**src/rtl/control_filtro.sv**
```systemverilog
// control_filtro: sequencing FSM for a second-order IIR filter datapath.
//
// Each sample strobe runs a fixed seven-cycle sequence. First the state
// registers are shifted (fk2 <= fk1, fk1 <= fk). Then the recursive part
// computes fk = Uk + a1*fk1 + a2*fk2. Finally the output part computes
// yk = b0*fk + b1*fk1 + b2*fk2. The datapath evaluates
// coef(bar1) * data(bar2) + addend(bar3) every cycle. This block only
// steers that datapath and does no arithmetic itself.
//
// Ports
//   clk        system clock, rising edge
//   reset      asynchronous, active-low reset
//   inicio     new-sample strobe (Uk stable while the sample is processed)
//   en1        accumulator (yk) load enable
//   en2        fk load enable
//   en3        fk1 load enable (fk1 <= fk)
//   en4        fk2 load enable (fk2 <= fk1)
//   bar1       coefficient select: 0 zero, 1 a1, 2 a2, 3 b0, 4 b1, 5 b2
//   bar2       data select: 0 fk, 1 fk1, 2 fk2, 3 acum
//   bar3       addend select: 0 zero, 1 Uk, 2 acum
//   listo      yk valid (pulse in DONE, or a level, see LISTO_PULSO)
//   sobrecarga sticky overrun flag, cleared only by reset
//
// state | meaning
// ------+-----------------------------------------------------------
// IDLE  | waiting for inicio (or a strobe left pending from DONE)
// SHIFT | fk2 <= fk1, fk1 <= fk
// F1    | acum <= Uk + a1*fk1
// F2    | fk, acum <= acum + a2*fk2
// Y0    | acum <= b0*fk
// Y1    | acum <= acum + b1*fk1
// Y2    | acum <= acum + b2*fk2  (yk valid after this edge)
// DONE  | listo; start the pending sample or return to IDLE

module control_filtro #(
  parameter bit LISTO_PULSO = 1'b1
) (
  input  logic       clk,
  input  logic       reset,
  input  logic       inicio,
  output logic       en1,
  output logic       en2,
  output logic       en3,
  output logic       en4,
  output logic [2:0] bar1,
  output logic [1:0] bar2,
  output logic [1:0] bar3,
  output logic       listo,
  output logic       sobrecarga
);

  typedef enum logic [2:0] {
    S_IDLE  = 3'd0,
    S_SHIFT = 3'd1,
    S_F1    = 3'd2,
    S_F2    = 3'd3,
    S_Y0    = 3'd4,
    S_Y1    = 3'd5,
    S_Y2    = 3'd6,
    S_DONE  = 3'd7
  } state_t;

  state_t state, state_nxt;
  logic   pendiente, pendiente_nxt;
  logic   sobrecarga_nxt;
  logic   listo_lvl;

  always_ff @(posedge clk or negedge reset) begin
    if (!reset) begin
      state      <= S_IDLE;
      pendiente  <= 1'b0;
      sobrecarga <= 1'b0;
      listo_lvl  <= 1'b0;
    end else begin
      state      <= state_nxt;
      pendiente  <= pendiente_nxt;
      sobrecarga <= sobrecarga_nxt;
      // Level-mode listo: raised on entry to DONE, held through IDLE,
      // dropped only when the next sample starts.
      if (state_nxt == S_DONE)
        listo_lvl <= 1'b1;
      else if (state_nxt == S_SHIFT)
        listo_lvl <= 1'b0;
    end
  end

  always_comb begin
    state_nxt      = state;
    pendiente_nxt  = pendiente;
    sobrecarga_nxt = sobrecarga;

    // A strobe during the sequence is remembered once. A second strobe
    // while one is already pending is dropped and flagged.
    if (inicio && (state != S_IDLE) && (state != S_DONE)) begin
      if (pendiente)
        sobrecarga_nxt = 1'b1;
      else
        pendiente_nxt = 1'b1;
    end

    case (state)
      S_IDLE: begin
        // A pending strobe lands here when it arrived during DONE.
        if (inicio || pendiente) begin
          state_nxt     = S_SHIFT;
          pendiente_nxt = 1'b0;
          if (inicio && pendiente)
            sobrecarga_nxt = 1'b1;
        end
      end
      S_SHIFT: state_nxt = S_F1;
      S_F1:    state_nxt = S_F2;
      S_F2:    state_nxt = S_Y0;
      S_Y0:    state_nxt = S_Y1;
      S_Y1:    state_nxt = S_Y2;
      S_Y2:    state_nxt = S_DONE;
      S_DONE: begin
        if (pendiente) begin
          state_nxt     = S_SHIFT;
          pendiente_nxt = 1'b0;
          if (inicio)
            sobrecarga_nxt = 1'b1;
        end else begin
          state_nxt = S_IDLE;
          if (inicio)
            pendiente_nxt = 1'b1;
        end
      end
      default: state_nxt = S_IDLE;
    endcase
  end

  // Moore decode of the datapath controls.
  always_comb begin
    en1  = 1'b0;
    en2  = 1'b0;
    en3  = 1'b0;
    en4  = 1'b0;
    bar1 = 3'd0;
    bar2 = 2'd0;
    bar3 = 2'd0;
    case (state)
      S_SHIFT: begin
        en3 = 1'b1;
        en4 = 1'b1;
      end
      S_F1: begin
        en1  = 1'b1;
        bar1 = 3'd1;
        bar2 = 2'd1;
        bar3 = 2'd1;
      end
      S_F2: begin
        en1  = 1'b1;
        en2  = 1'b1;
        bar1 = 3'd2;
        bar2 = 2'd2;
        bar3 = 2'd2;
      end
      S_Y0: begin
        en1  = 1'b1;
        bar1 = 3'd3;
        bar2 = 2'd0;
        bar3 = 2'd0;
      end
      S_Y1: begin
        en1  = 1'b1;
        bar1 = 3'd4;
        bar2 = 2'd1;
        bar3 = 2'd2;
      end
      S_Y2: begin
        en1  = 1'b1;
        bar1 = 3'd5;
        bar2 = 2'd2;
        bar3 = 2'd2;
      end
      default: ;
    endcase
  end

  assign listo = LISTO_PULSO ? (state == S_DONE) : listo_lvl;

endmodule

```
**config.mk**
```make
export PLATFORM = sky130hd
export DESIGN_NAME = control_filtro
export DESIGN_NICKNAME = d
export VERILOG_FILES = /design/src/rtl/control_filtro.sv
export SDC_FILE = /design/constraint.sdc
export NUM_CORES = 1
export LEC_CHECK = 0
export BUFFER_PORTS_ARGS = -buffer_cell sky130_fd_sc_hd__buf_2
export CAP_MARGIN = 20
export CELL_PAD_IN_SITES_DETAIL_PLACEMENT = 1
export CELL_PAD_IN_SITES_GLOBAL_PLACEMENT = 1
export CORE_AREA = 2 2 39 41
export CTS_CLUSTER_SIZE = 25
export DETAILED_ROUTE_END_ITERATION = 16
export DIE_AREA = 0 0 41 43
export PLACE_DENSITY = 0.6
export SLEW_MARGIN = 0
export SYNTH_ARGS = -nofsm -noshare
export SYNTH_HDL_FRONTEND = slang
export SYNTH_SLANG_ARGS = --single-unit
```
**constraint.sdc**
```tcl
create_clock -name clk -period 1.3 [get_ports clk]
set_input_delay 0.26 -clock clk [delete_from_list [all_inputs] [get_ports clk]]
set_output_delay 0.26 -clock clk [all_outputs]
set_load 0.05 [all_outputs]
```
==> results of run 1 <==
==> logic make-up (layout without fill, tap and decap cells) <==
| family | after synthesis | in the layout | share of synthesized area, % |
|---|---|---|---|
| xor+xnor | 3 | 3 | 10.2 |
| flops | 5 | 5 | 37.7 |
| compound gates | 6 | 6 | 12.8 |
| simple gates | 16 | 16 | 27.9 |
| buf+inv | 4 | 39 | 11.3 |
==> layer usage <==
metal	global-route usage, %	vias to the layer above	routed length (µm)
met5	0	-	0
met4	4.00	0	8
met3	6.81	2	53
met2	25.0	11	554
met1	15.0	189	486
li1	-	183	-
==> worst paths after layout <==
kind                             from    endpoint  slack [ns]  cells past startpoint
max reg2reg                  state[2]    state[0]       -0.02                      5
max in group asynchronous       reset    state[2]        0.78                      2
max                          state[2]     bar1[1]       -0.29                      4
min                            inicio  sobrecarga        0.30                      2
min in group asynchronous       reset    state[1]        0.37                      2
min reg2reg                sobrecarga  sobrecarga        0.45                      1
==> through the flow <==
stage	hold WS (ns)	util (%)	TNS [ns]	setup slack [ns]
global placement	0.0816	40.3	-0.814	-0.124
floorplan	-0.0356	-	-0.515	-0.224
finish	0.299	58.2	-2.73	-0.291
CTS	0.251	52.1	-2.85	-0.288
global route	0.311	58.2	-3.37	-0.333
detailed placement	0.0816	40.3	-0.948	-0.136
==> state kept, by name, indices dropped and copies added, names as in the netlist <==
register,count
state,3
pendiente,1
sobrecarga,1
==> what timing repair did <==
| action | 4_1_cts | 5_1_grt |
|---|---|---|
| setup endpoints to repair | 13 | 13 |
| endpoints found under the hold margin | 5 | 0 |
| gates resized for setup | 36 | 12 |
| setup buffers | 2 | 3 |
| pin swaps | 5 | 6 |
| hold buffers | 1 | 0 |
| gates cloned | 0 | 0 |
==> cell type report <==
type                       instances  area [µm²]
sequential                         5         129
tap                               16        20.0
timing repair buffer              35         352
clock buffer                       4        26.3
fill                             148         578
multi-input combinational         25         279
==> cell usage in the layout (no fill, tap or decap), drive strengths merged <==
cell type | netlist | layout
dfrtp | 5 | 5
dlygate4sd3 | 0 | 1
nor3b | 1 | 1
or2 | 1 | 1
nor2b | 1 | 1
nor4 | 1 | 1
a211oi | 1 | 1
nand2 | 2 | 2
xor2 | 2 | 2
and3 | 1 | 1
o22ai | 1 | 1
nand2b | 1 | 1
and2 | 3 | 3
xnor2 | 1 | 1
nor2 | 4 | 4
o32ai | 1 | 1
buf | 4 | 34
and3b | 1 | 1
clkbuf | 0 | 4
a21o | 2 | 2
a21oi | 1 | 1
==> critical path, stage by stage, from the launching register on <==
cell and delay (ns):
dfrtp_2 0.45, buf_4 0.16, buf_6 0.12, o22ai_4 0.17, buf_6 0.18
==> metrics.txt, run 1 <==
fin nets=73; Setup Viol. Count Final=13; max-cap viol count=0; Skew-Pair Late Insertion Delay=around 0.25 ns; drt via density=around 4.5; HP Class=in2reg; starting density of the core=between 20% and 30%; RePlAce Congestion=between 0.6 and 0.7; Die Ht=43 µm; Syn Inst Count=34; Core Region=~0.0014 mm²; Syn-to-layout area delta=143%; crit start category=flip-flop; Synth area leader=dfrtp_1; Slew @ Worst Pin=0.248 ns; fmax=0.628 GHz; Diodes inserted=0; number of buffers created by CTS=3; register area share after synthesis=37.7%; Final Hold Viols=0; Worst Path Required=1.04 ns; Detailed Place HPWL=673 µm; Yosys reg bits=5; largest net degree at the start of global routing=8; Synth top area share=37.7%; port bufs=15; minimum clock period=between 1.5 and 2 ns; RSZ-0062 raised after global routing=yes; final setup margin=-0.291 ns; failing checks=negative setup slack; num ports=16; Synth top cells by count=5 x dfrtp_1, 4 x nor2_1; drt wl/cell=13.0 µm; Mapped Avg Cell Area=between 9 and 10 µm²; Synth Flop Type=dfrtp_1; clk sinks=5; slew margin rel.=83.6%; number of flops mapped to enable cells by yosys=0; layout cell share with drive strength beyond 1=84.1%; DR vias=just under 400; status=finished, violations left; syn nets=37; Arr. time, crit path=1.33 ns; row count=14; Setup CP Type=reg2out; initial antenna violation count=0; CTS HTree Levels=1; Slew Limit Fails=0; Initial DRT Pass Iterations=2; Clock transition at path regs=0.04 ns; die width=41 µm; drc violations=0; finished layout cell area=806 µm²; Mapped Area=332 µm²; CTS tree=done; yosys warns=0; Non-Filler Instances=85; critical path endpoint category=primary output; placed cells=75; Clock Skew=between 0.006 and 0.007 ns; asr flop ratio synth=100%; Synth area leaders=dfrtp_1 38%, buf_6 6.8%, xor2_2 4.9%; unique cell type count in the Yosys netlist=22; final antenna-violating net count=0; clock buffer depth=2; vias in the first global route=410; first-pass GRT wire length=1710 µm; Routed WL=1100 µm; GRT Util Overall=14.6%; DIE AREA=0.00176 mm²; count leader, synth=dfrtp_1; placed cell areas=558 µm²; drt initial violations=1; CP max FO=7; GR Overflow Total=0; Clock Tree Root=clkbuf_4; fin crit share=122%
Power of run 1 is not shown: default switching activity piles up to over one toggle a cycle in this logic, so the estimate is an artifact.
==> inputs of run 2 (changes only) <==
--- a/config.mk
+++ b/config.mk
@@ -5,6 +5,7 @@
 export SDC_FILE = /design/constraint.sdc
 export NUM_CORES = 1
 export LEC_CHECK = 0
+export ABC_AREA = 1
 export BUFFER_PORTS_ARGS = -buffer_cell sky130_fd_sc_hd__buf_2
 export CAP_MARGIN = 20
 export CELL_PAD_IN_SITES_DETAIL_PLACEMENT = 1
@@ -13,7 +14,7 @@
 export CTS_CLUSTER_SIZE = 25
 export DETAILED_ROUTE_END_ITERATION = 16
 export DIE_AREA = 0 0 41 43
-export PLACE_DENSITY = 0.6
+export PLACE_DENSITY = 0.63
 export SLEW_MARGIN = 0
 export SYNTH_ARGS = -nofsm -noshare
 export SYNTH_HDL_FRONTEND = slang
==> run 2 against run 1 <==
Compared with the run above:
- hold slack lost 0.010 ns
- worst setup slack gained 0.095 ns
- sequential share of layout area grew 2.1 points
- highest routed layer unchanged
- the flow still finishes with violations (negative setup slack)
==> metrics.txt, run 2 <==
Slew @ Worst Pin=0.247 ns (was 0.248 ns); Syn Inst Count=45 (was 34); Setup Viol. Count Final=12 (was 13); failing checks=negative setup slack (unchanged); CP max FO=6 (was 7); largest net degree at the start of global routing=7 (was 8); Mapped Area=327 µm² (was 332 µm²); drt via density=4.21 (was 4.53); Worst Path Required=1.04 ns (about the same); most frequent cells in the layout=11 x buf_6, 11 x buf_4, 6 x nand2_2, 6 x nand2_1 (was 13 x buf_6, 12 x buf_4, 6 x buf_8, 4 x nor2_4); HP Class=in2reg (unchanged); fillers=163 (was 148); Largest register FFs=3 (unchanged); port bufs=15 (unchanged); Clock transition at path regs=0.05 ns (was 0.04 ns); Synth Flop Type=dfrtp_1 (unchanged); number of buffers created by CTS=3 (unchanged); GR Overflow Total=0 (unchanged); drt initial violations=1 (unchanged); RSZ-0062 raised after global routing=yes (unchanged); minimum clock period=1.50 ns (was 1.59 ns); Synth area leader=dfrtp_1 (unchanged); die width=41 µm (unchanged); fmax=0.668 GHz (was 0.628 GHz); GRT Util Overall=15.2% (was 14.6%); Synth top area share=38.3% (was 37.7%); Die Ht=43 µm (unchanged); Mapped Avg Cell Area=7.26 µm² (was 9.75 µm²); Skew-Pair Late Insertion Delay=0.25 ns (about the same); num ports=16 (unchanged); placed cells=81 (was 75); setup TNS=-1.82 ns (was -2.73 ns); finished layout cell area=712 µm² (was 806 µm²); worst r2r src=state[1] (was state[2]); DIE AREA=0.00176 mm² (unchanged); R2R Setup Slk=0.14 ns (was -0.02 ns); Yosys reg bits=5 (unchanged); final antenna-violating net count=0 (unchanged); yosys warns=0 (unchanged); syn nets=48 (was 37); Hold Slack=0.289 ns (was 0.299 ns); Synth top cells by count=10 x nand2_1, 6 x inv_1, 5 x dfrtp_1, 5 x nor2_1, 4 x nand3_1 (was 5 x dfrtp_1, 4 x nor2_1); WHS Endpoint=sobrecarga (unchanged); first-pass GRT wire length=1710 µm (unchanged); starting density of the core=23.6% (was 24.0%); CTS HTree Levels=1 (unchanged); RR Endpoint=state[0] (unchanged); Reg2Reg Depth=5 (unchanged); Slew Limit Fails=0 (unchanged); fin nets=80 (was 73); vias in the first global route=396 (was 410); DR vias=387 (was 385); layout cell share with drive strength beyond 1=73.7% (was 84.1%); clock buffer depth=2 (unchanged); clk sinks=5 (unchanged); Setup CP Type=reg2out (unchanged); Final Hold Viols=0 (unchanged); Initial DRT Pass Iterations=4 (was 2); Detailed Place HPWL=710 µm (was 673 µm); Non-Filler Instances=92 (was 85); slew margin rel.=83.7% (was 83.6%); number of flops mapped to enable cells by yosys=0 (unchanged); drt wl/cell=11.2 µm (was 13.0 µm); placed cell areas=490 µm² (was 558 µm²); drc violations=0 (unchanged); final setup margin=-0.196 ns (was -0.291 ns); initial antenna violation count=0 (unchanged); Largest regs=state (3), pendiente (1), sobrecarga (1) (unchanged); unique cell type count in the Yosys netlist=16 (was 22); register area share after synthesis=38.3% (was 37.7%); Diodes inserted=0 (unchanged); Core Region=0.00138 mm² (unchanged); CTS tree=done (unchanged); critical path endpoint category=primary output (unchanged); RePlAce Congestion=0.680 (was 0.654); asr flop ratio synth=100% (unchanged); Routed WL=1030 µm (was 1100 µm); Arr. time, crit path=1.24 ns (was 1.33 ns); Clock Skew=0.00431 ns (was 0.00635 ns); Clock Tree Root=clkbuf_4 (unchanged); max-cap viol count=0 (unchanged); count leader, synth=nand2_1 (was dfrtp_1); status=finished, violations left (unchanged); HP Start=inicio (unchanged); fin crit share=115% (was 122%); Synth area leaders=dfrtp_1 38%, nand2_1 11%, inv_1 6.9% (was dfrtp_1 38%, buf_6 6.8%, xor2_2 4.9%); Syn-to-layout area delta=118% (was 143%); row count=14 (unchanged); Largest Register=state (unchanged); hold depth=3 (was 2); crit start category=flip-flop (unchanged)
-- run 2: per-stage QoR --
step / utilization, % / worst slack, ns
2_1_floorplan: - / -0.192
3_3_place_gp: 35.4 / -0.00194
3_5_place_dp: 35.4 / -0.0332
4_1_cts: 47.3 / -0.219
5_1_grt: 51.4 / -0.249
6_report: 51.4 / -0.196
-- run 2: cells by family after synthesis --
group / Yosys count / synth area share (%)
xor+xnor: 1 / 2.68
buf+inv: 11 / 17.2
simple gates: 25 / 36.0
compound gates: 3 / 5.75
flops: 5 / 38.3
-- run 2: worst max-delay path by stage --
stage	startpoint	endpoint	slack, ns	cells past startpoint
floorplan	state[2]	en4	-0.19	3
global placement	state[2]	en1	-0.002	4
detailed placement	state[2]	en1	-0.03	4
CTS	state[2]	en1	-0.22	4
global route	state[1]	en3	-0.25	3
finish	state[2]	en4	-0.20	3
-- run 2: area by class of cell --
type	count	area (µm²)	area share (%)
Timing Repair Buffer	30	292	40.9
Tap cell	16	20.0	2.81
Sequential cell	5	129	18.1
Clock buffer	4	26.3	3.69
Inverter	8	32.5	4.57
Multi-Input combinational cell	29	213	29.9
-- run 2: critical path, stage by stage, from the launching register on --
cell,delay [ns]
dfrtp_2,0.46
buf_6,0.14
nor3_4,0.20
buf_6,0.18
-- run 2: repair_timing --
| item | 4_1_cts | 5_1_grt |
|---|---|---|
| endpoints found under the hold margin | 5 | 0 |
| setup endpoints to repair | 12 | 12 |
| setup buffers | 4 | 2 |
| hold buffers | 1 | 0 |
| pin swaps | 2 | 1 |
| resized for setup | 31 | 15 |
-- run 2: layer usage --
metal  wire, µm  vias up  GRT usage [%]
li1           -      197              -
met1        453      173           19.4
met2        503       12           20.0
met3         20        5           1.57
met4         52        0           16.0
met5          0        -              0
Power of run 2 is left out for the same reason.
